[src/rtl/alu_control_md.sv]
// EX-stage ALU control decoder with a multi-cycle multiply/divide unit.
// Ports: clk, reset, valid, ALUOp, funct, rs_val, rt_val in; operation,
//   result_sel, illegal, stall (comb) and busy, hi, lo (registered) out.
module alu_control_md #(
  parameter int WIDTH     = 32,
  parameter bit MD_ENABLE = 1'b1
) (
  input  logic             clk,
  input  logic             reset,
  input  logic             valid,
  input  logic [1:0]       ALUOp,
  input  logic [5:0]       funct,
  input  logic [WIDTH-1:0] rs_val,
  input  logic [WIDTH-1:0] rt_val,
  output logic [3:0]       operation,
  output logic [1:0]       result_sel,
  output logic             illegal,
  output logic             stall,
  output logic             busy,
  output logic [WIDTH-1:0] hi,
  output logic [WIDTH-1:0] lo
);

  localparam logic [3:0] opAnd  = 4'b0000;
  localparam logic [3:0] opOr   = 4'b0001;
  localparam logic [3:0] opAdd  = 4'b0010;
  localparam logic [3:0] opXor  = 4'b0011;
  localparam logic [3:0] opSltu = 4'b0101;
  localparam logic [3:0] opSub  = 4'b0110;
  localparam logic [3:0] opSlt  = 4'b0111;
  localparam logic [3:0] opSll  = 4'b1000;
  localparam logic [3:0] opSrl  = 4'b1001;
  localparam logic [3:0] opSra  = 4'b1010;
  localparam logic [3:0] opNor  = 4'b1100;

  localparam int CW = $clog2(WIDTH);

  typedef enum logic [1:0] {
    sIdle,
    sIter,
    sFix
  } stateT;

  stateT           state;
  logic [CW-1:0]   cnt;
  logic            divMode;
  logic            sgnMode;
  logic            negA;
  logic            negB;
  logic [WIDTH-1:0] aRaw;
  logic [WIDTH-1:0] dMag;
  logic [WIDTH-1:0] rem;
  logic [WIDTH-1:0] q;

  logic [3:0] fnOp;
  logic [1:0] fnSel;
  logic       fnKnown;
  logic       fnMd;
  logic       fnHl;
  logic       fnDiv;
  logic       fnSgn;
  logic       rType;
  logic       mdOp;
  logic       hlOp;
  logic       accept;

  always_comb begin
    fnOp    = opAdd;
    fnSel   = 2'b00;
    fnKnown = 1'b1;
    fnMd    = 1'b0;
    fnHl    = 1'b0;
    fnDiv   = 1'b0;
    fnSgn   = 1'b0;
    case (funct)
      6'h20, 6'h21: fnOp = opAdd;
      6'h22, 6'h23: fnOp = opSub;
      6'h24: fnOp = opAnd;
      6'h25: fnOp = opOr;
      6'h26: fnOp = opXor;
      6'h27: fnOp = opNor;
      6'h2A: fnOp = opSlt;
      6'h2B: fnOp = opSltu;
      6'h00: fnOp = opSll;
      6'h02: fnOp = opSrl;
      6'h03: fnOp = opSra;
      6'h10: begin
        fnKnown = MD_ENABLE;
        fnHl    = MD_ENABLE;
        fnSel   = MD_ENABLE ? 2'b01 : 2'b00;
      end
      6'h12: begin
        fnKnown = MD_ENABLE;
        fnHl    = MD_ENABLE;
        fnSel   = MD_ENABLE ? 2'b10 : 2'b00;
      end
      6'h18, 6'h19, 6'h1A, 6'h1B: begin
        fnKnown = MD_ENABLE;
        fnMd    = MD_ENABLE;
        fnDiv   = funct[1];
        fnSgn   = ~funct[0];
      end
      default: fnKnown = 1'b0;
    endcase
  end

  always_comb begin
    operation = opAdd;
    unique case (1'b1)
      (ALUOp == 2'b00): operation = opAdd;
      (ALUOp == 2'b01): operation = opSub;
      (ALUOp == 2'b11): operation = opOr;
      default:          operation = fnOp;
    endcase
  end

  assign rType      = (ALUOp == 2'b10);
  assign result_sel = rType ? fnSel : 2'b00;
  assign illegal    = valid & rType & ~fnKnown;
  assign mdOp       = valid & rType & fnMd;
  assign hlOp       = valid & rType & fnHl;
  assign busy       = (state != sIdle);
  assign stall      = busy & (mdOp | hlOp);
  assign accept     = mdOp & ~busy;

  // Operand magnitudes; most-negative maps to itself, which is the
  // correct unsigned magnitude.
  logic             aNeg;
  logic             bNeg;
  logic [WIDTH-1:0] aMag;
  logic [WIDTH-1:0] bMag;

  assign aNeg = fnSgn & rs_val[WIDTH-1];
  assign bNeg = fnSgn & rt_val[WIDTH-1];
  assign aMag = aNeg ? -rs_val : rs_val;
  assign bMag = bNeg ? -rt_val : rt_val;

  // One iteration step. Multiply shifts {rem,q} right after a
  // conditional add; divide shifts left with a restoring subtract.
  logic [WIDTH:0]   mulSum;
  logic [WIDTH:0]   trial;
  logic [WIDTH-1:0] remNext;
  logic [WIDTH-1:0] qNext;

  assign mulSum = {1'b0, rem} + (q[0] ? {1'b0, dMag} : '0);
  assign trial  = {rem, q[WIDTH-1]} - {1'b0, dMag};

  always_comb begin
    remNext = mulSum[WIDTH:1];
    qNext   = {mulSum[0], q[WIDTH-1:1]};
    if (divMode) begin
      if (!trial[WIDTH]) begin
        remNext = trial[WIDTH-1:0];
        qNext   = {q[WIDTH-2:0], 1'b1};
      end else begin
        remNext = {rem[WIDTH-2:0], q[WIDTH-1]};
        qNext   = {q[WIDTH-2:0], 1'b0};
      end
    end
  end

  // Sign correction; a zero divisor bypasses it entirely.
  logic             negRes;
  logic [2*WIDTH-1:0] prod;
  logic [WIDTH-1:0] hiFix;
  logic [WIDTH-1:0] loFix;

  assign negRes = sgnMode & (negA ^ negB);
  assign prod   = negRes ? -{rem, q} : {rem, q};

  always_comb begin
    {hiFix, loFix} = prod;
    if (divMode) begin
      if (dMag == '0) begin
        hiFix = aRaw;
        loFix = '1;
      end else begin
        hiFix = (sgnMode & negA) ? -rem : rem;
        loFix = negRes ? -q : q;
      end
    end
  end

  always_ff @(posedge clk) begin
    if (reset) begin
      state <= sIdle;
      cnt   <= '0;
      hi    <= '0;
      lo    <= '0;
    end else begin
      unique case (state)
        sIdle: begin
          if (accept) begin
            state   <= sIter;
            cnt     <= CW'(WIDTH - 1);
            divMode <= fnDiv;
            sgnMode <= fnSgn;
            negA    <= aNeg;
            negB    <= bNeg;
            aRaw    <= rs_val;
            rem     <= '0;
            dMag    <= fnDiv ? bMag : aMag;
            q       <= fnDiv ? aMag : bMag;
          end
        end
        sIter: begin
          rem <= remNext;
          q   <= qNext;
          if (cnt == '0) state <= sFix;
          else cnt <= cnt - 1'b1;
        end
        sFix: begin
          hi    <= hiFix;
          lo    <= loFix;
          state <= sIdle;
        end
        default: state <= sIdle;
      endcase
    end
  end

endmodule

[config.mk]
export PLATFORM = sky130hd
export DESIGN_NAME = alu_control_md
export DESIGN_NICKNAME = d
export VERILOG_FILES = /design/src/rtl/alu_control_md.sv
export SDC_FILE = /design/constraint.sdc
export NUM_CORES = 1
export LEC_CHECK = 0
export BUFFER_PORTS_ARGS = -buffer_cell sky130_fd_sc_hd__clkbuf_2
export CORE_MARGIN = 10
export CORE_UTILIZATION = 60
export DETAILED_ROUTE_END_ITERATION = 6
export MAX_ROUTING_LAYER = met4
export PLACE_DENSITY = 0.86
export SYNTH_ARGS = -nofsm -noshare
export SYNTH_HDL_FRONTEND = slang
export SYNTH_SLANG_ARGS = --single-unit
[constraint.sdc]
create_clock -name clk -period 16.3 [get_ports clk]
set_clock_uncertainty 0.2 [all_clocks]
set_input_delay 2.445 -clock clk [delete_from_list [all_inputs] [get_ports clk]]
set_output_delay 2.445 -clock clk [all_outputs]
set_load 0.01 [all_outputs]
[After elaboration in Yosys (flattened, before gate mapping)]
Cells that the tools add are included.
Word-level totals
  register bits after elaboration: 203
  bits of input ports: 75
  output and inout bits: 73
  word-level logic and storage cells: 112
Operators by class
  $add $sub $neg: 8
  equality and inequality tests: 26
  multiplexer cells: 35
  bitwise logic cells: 16
  reduce and logical (&&, ||, !) cells: 15
Operator list (count)
  32-bit 2-to-1 mux: 16
  32-bit negator: 4
  32-bit case mux with 2 select lines: 2
  64-bit 2-to-1 mux: 1
  64-bit negator: 1
  6-bit == test, second input constant: 10
  4-bit case mux with 10 select lines: 1
  6-bit by 5-bit == test with 1-bit output, second input constant: 6
  32-bit by 32-bit adder with 33-bit output: 1
  33-bit by 32-bit subtractor with 33-bit output: 1
  32-bit logical NOT: 1
  19-bit OR reduction: 1
  6-bit by 2-bit == test with 1-bit output, second input constant: 2
  4-bit case mux with 3 select lines: 1
  1-bit AND: 10
  5-bit 2-to-1 mux: 2
  5-bit case mux with 2 select lines: 1
  3-bit AND reduction: 3
  2-bit case mux with 2 select lines: 2
  2-bit == test, second input constant: 3
  6-bit logical NOT: 1
  1-bit 2-to-1 mux: 6
  2-bit 2-to-1 mux: 3
  2-bit inequality test, second input constant: 3
  other kinds (11): 18

[Logic depth before layout (Yosys ltp)]
  depth after elaboration: 8
  depth in mapped cells: 14
  gate-level depth less buffers: 12

[Least setup slack after synthesis]
Ideal clock, no wire load.
  path kind: input to register
  from: input funct[2]
  to: register q[0], enable pin
  setup time: 564 ps
  arrival time: 7601 ps
  required time: 15536 ps
  path slack: 7934 ps
  stages on the path: 6
  buffers on the path: 1
  cells stage by stage: clkbuf_1 > nor3b_1 > nand2_1 > nor2_1 > nor2_1 > nor3_1
On the way
  cells in the longest elaborated chain, start to end: 7
  elaborated cells between the ends (all ways): 10
  those cells by class: eq/ne: 5; mux: 1; bitwise: 2; reduce/logical: 2
Ends and longest elaborated chain
  start: declaration: RTL line 12  | input logic [5:0] funct,
  6-bit by 5-bit == test with 1-bit output: RTL line 75  | case (funct)
  4-bit OR reduction *
  1-bit 2-to-1 mux *: RTL line 75
  1-bit AND *: RTL line 120  | assign mdOp = valid & rType & fnMd;
  1-bit AND *: RTL line 124  | assign accept = mdOp & ~busy;
  2-bit inequality test (no source line) *
  3-bit AND reduction (no source line) *
  end signal: assignment: RTL line 203  | q <= fnDiv ? aMag : bMag;
  end signal: assignment: RTL line 208  | q <= qNext;
  end: declaration: RTL line 53  | logic [WIDTH-1:0] q;
Every way passes the cells marked *; elsewhere a longest branch is shown, timed or not.
A chain may end at the register's enable or synchronous reset.

[Worst setup path in the final report]
  from: input funct[5]
  to: output result_sel[0]
On the way
  cells in the longest elaborated chain, start to end: 3
  elaborated cells between the ends (all ways): 4
  those cells by class: eq/ne: 2; mux: 2
Ends and longest elaborated chain
  6-bit by 5-bit == test with 1-bit output: RTL line 75
  2-bit case mux with 2 select lines *: RTL line 75
  2-bit 2-to-1 mux *: RTL line 118  | assign result_sel = rType ? fnSel : 2'b00;
  end: declaration: RTL line 16  | output logic [1:0] result_sel,
Marked as above.

==> flow_summary.json <==
{
  "status": "finished, final reports clean",
  "cts_made_buffers": 23,
  "ioPinCount": 148,
  "dpl.hpwl_mm": 40.6,
  "async_flop_share_pct": 0,
  "num_antenna_cells": 0,
  "drc": 0,
  "detail-route-antenna-nets": 0,
  "final_cell_mix": "nand2_1 (213), nor2_1 (210), a21oi_1 (194)",
  "worstReg2RegEnd": "rem[31]$_SDFFCE_PN0P_",
  "via_per_inst": 6.68,
  "seq_area_frac_synth_pct": 33.1,
  "routabilityCongestion": 1.01,
  "placed_area_sq_um": 17100,
  "grt_pass1_wl_mm": 83.8,
  "tightest_slew_ns": 1.14,
  "r2r_start": "q[0]$_DFFE_PP_",
  "synth-simple-area-share_pct": 19.0,
  "post_drt_wl_per_cell_microns": 22.6,
  "grt_max_degree": 75,
  "dr.first_iter.drc_count": 2230,
  "hold_buffers": 0,
  "core_sq_um": 26800,
  "die_w_microns": 185,
  "drtPass1Iterations": 6,
  "clock_path_buffers": 3,
  "layout_commonest_cell": "nand2_1",
  "setup_viol": 0,
  "synth_area_leaders": "edfxtp_1 (24%), dfxtp_1 (8.7%), xnor2_1 (6.3%)",
  "drive_above_1_share_pct": 11.5,
  "io_buffers": 147,
  "synth_top_family_by_area": "compound AO/OA/AOI/OAI gates",
  "fin_area_sq_um": 17900,
  "synth-xor-area-share_pct": 10.9,
  "cts.repair.resized": 0,
  "synth_compound_area_share_pct": 22.5,
  "start_util_pct": 60.6,
  "syn_nets": 2133,
  "synth-edff-count": 132,
  "cts_tree": "yes",
  "final_util_pct": 66.8,
  "muxShareOfSynthArea_pct": 4.26,
  "dieArea_sq_um": 34100,
  "grt_setup_unrepaired": "false",
  "grt.total_usage_pct": 31.6,
  "critPathKind": "in2out",
  "r2r_slack_ns": 11.19,
  "holdPathStages": 2,
  "cts_setup_buffers": 0,
  "clk_pin_slew_ns": 0.06,
  "grt_pass1_vias": 15022,
  "yosysWarnings": 0,
  "syn_area_sq_um": 16200,
  "irDropWorstVdd_v": 0.0000706,
  "rows": 60,
  "synth_adder_area_share_pct": 5.64,
  "via_count": 16089,
  "synth_flop_cell": "edfxtp_1",
  "numClockSinks": 203,
  "h-tree-depth": 1,
  "tns_ns": 0,
  "layout.cells.non_filler": 2407,
  "power.static_leakage_nw": 6.98,
  "synth-seq-cells": 203,
  "min_path_type": "reg2reg",
  "yosys.area.top_type": "edfxtp_1",
  "die_h_microns": 185,
  "max_cap_viol_count": 0,
  "cp.arrival_ns": 3.46,
  "netlist.area_leader.share_pct": 24.4,
  "clockRootBuffer": "clkbuf_16",
  "synthCells": 1986,
  "p_total_mw": 1.18,
  "avgSynthCellArea_sq_um": 8.18,
  "worstPathRequired_ns": 13.65,
  "insertion_delay_ns": 0.54,
  "power.density_nw_per_um2": 65.9,
  "r2r_cells": 13,
  "area_growth_pct": 10.2,
  "holdPathEnd": "hi[30]$_SDFFE_PP0N_",
  "antenna_found_initial": 0,
  "period_share_pct": 37.4,
  "grt_overflow": 0,
  "ys_types": 77,
  "crit_fanout": 11,
  "crit_path_start_kind": "primary input",
  "fmax_ghz": 0.164,
  "nFillCells": 2210,
  "period_needed_ns": 6.10,
  "end_kind": "output port",
  "placed_cells": 2365,
  "hold_viol": 0,
  "holdCritStartpoint": "hi[30]$_SDFFE_PP0N_",
  "nNetsFinal": 2196,
  "slew_headroom_pct": 23.8,
  "slew_viol_final": 0,
  "wl_mm": 54.4
}
## power by group
part           internal [mW]  switching, mW
logic                 0.0274         0.0484
registers              0.548        0.00164
clock network          0.321          0.234
total                  0.896          0.284
## state kept, by name, indices dropped and copies added, names as in the netlist
signal   count
negB         1
sgnMode      1
dMag        32
negA         1
hi          32
q           32
cnt          5
state        2
lo          32
aRaw        32
rem         32
divMode      1
## cells in the mapped netlist (14+ instances only)
| library cell | n |
|---|---|
| a211oi_1 | 47 |
| a21o_1 | 27 |
| a21oi_1 | 195 |
| a31oi_1 | 39 |
| clkbuf_1 | 104 |
| dfxtp_1 | 71 |
| edfxtp_1 | 132 |
| ha_1 | 70 |
| inv_1 | 66 |
| mux2i_1 | 68 |
| nand2_1 | 213 |
| nand3_1 | 48 |
| nand4_1 | 18 |
| nor2_1 | 211 |
| nor3_1 | 40 |
| nor4_1 | 28 |
| o211ai_1 | 23 |
| o21a_1 | 14 |
| o21ai_0 | 119 |
| o31ai_1 | 28 |
| xnor2_1 | 117 |
| xor2_1 | 84 |
## logic make-up after synthesis
family | count (synthesis)
and+or+nand+nor | 663
buffers and inverters | 194
adders and majority gates | 72
AOI/OAI and AO/OA | 583
xor gates and xnor gates | 202
DFF | 203
muxes | 69
## per-layer routing
| layer | global-route usage [%] | routed length [microns] |
|---|---|---|
| met5 | - | 0 |
| met4 | 14.8 | 2860 |
| met3 | 4.80 | 5860 |
| met2 | 47.4 | 24200 |
| met1 | 41.2 | 21400 |
## final cells by class
| class | count | area, sq um | share of cell area, % |
|---|---|---|---|
| Inverter | 68 | 255 | 1.43 |
| Timing Repair Buffer | 164 | 863 | 4.82 |
| Clock buffer | 25 | 603 | 3.37 |
| Tap cell | 341 | 427 | 2.38 |
| Multi-Input combinational cell | 1589 | 10200 | 56.8 |
| Clock inverter | 17 | 196 | 1.10 |
| Sequential cell | 203 | 5390 | 30.1 |
## per-stage QoR
stage                     setup slack [ns]  hold slack, ns
after CTS                            10.22           0.249
after floorplan                       7.93           0.267
after global placement               10.23           0.228
final                                10.20           0.243
after global routing                 10.05           0.267
after detailed placement             10.22           0.240
## worst max-delay path: stages
cell,delay [ns]
clkbuf_2,0.18
nor3b_1,0.41
nand3_1,0.16
nor2_1,0.11
clkbuf_2,0.14
## worst max path at each step
stage	slack (ns)	startpoint	to	cells past startpoint
6_report	10.20	funct[5]	result_sel[0]	5
5_1_grt	10.05	funct[3]	operation[1]	8
4_1_cts	10.22	funct[5]	operation[0]	6
3_5_place_dp	10.22	funct[5]	operation[0]	6
3_3_place_gp	10.23	funct[5]	operation[0]	6
2_1_floorplan	7.93	funct[2]	q[0]$_DFFE_PP_	6
Note: power is estimated with default switching activity, not from simulation.
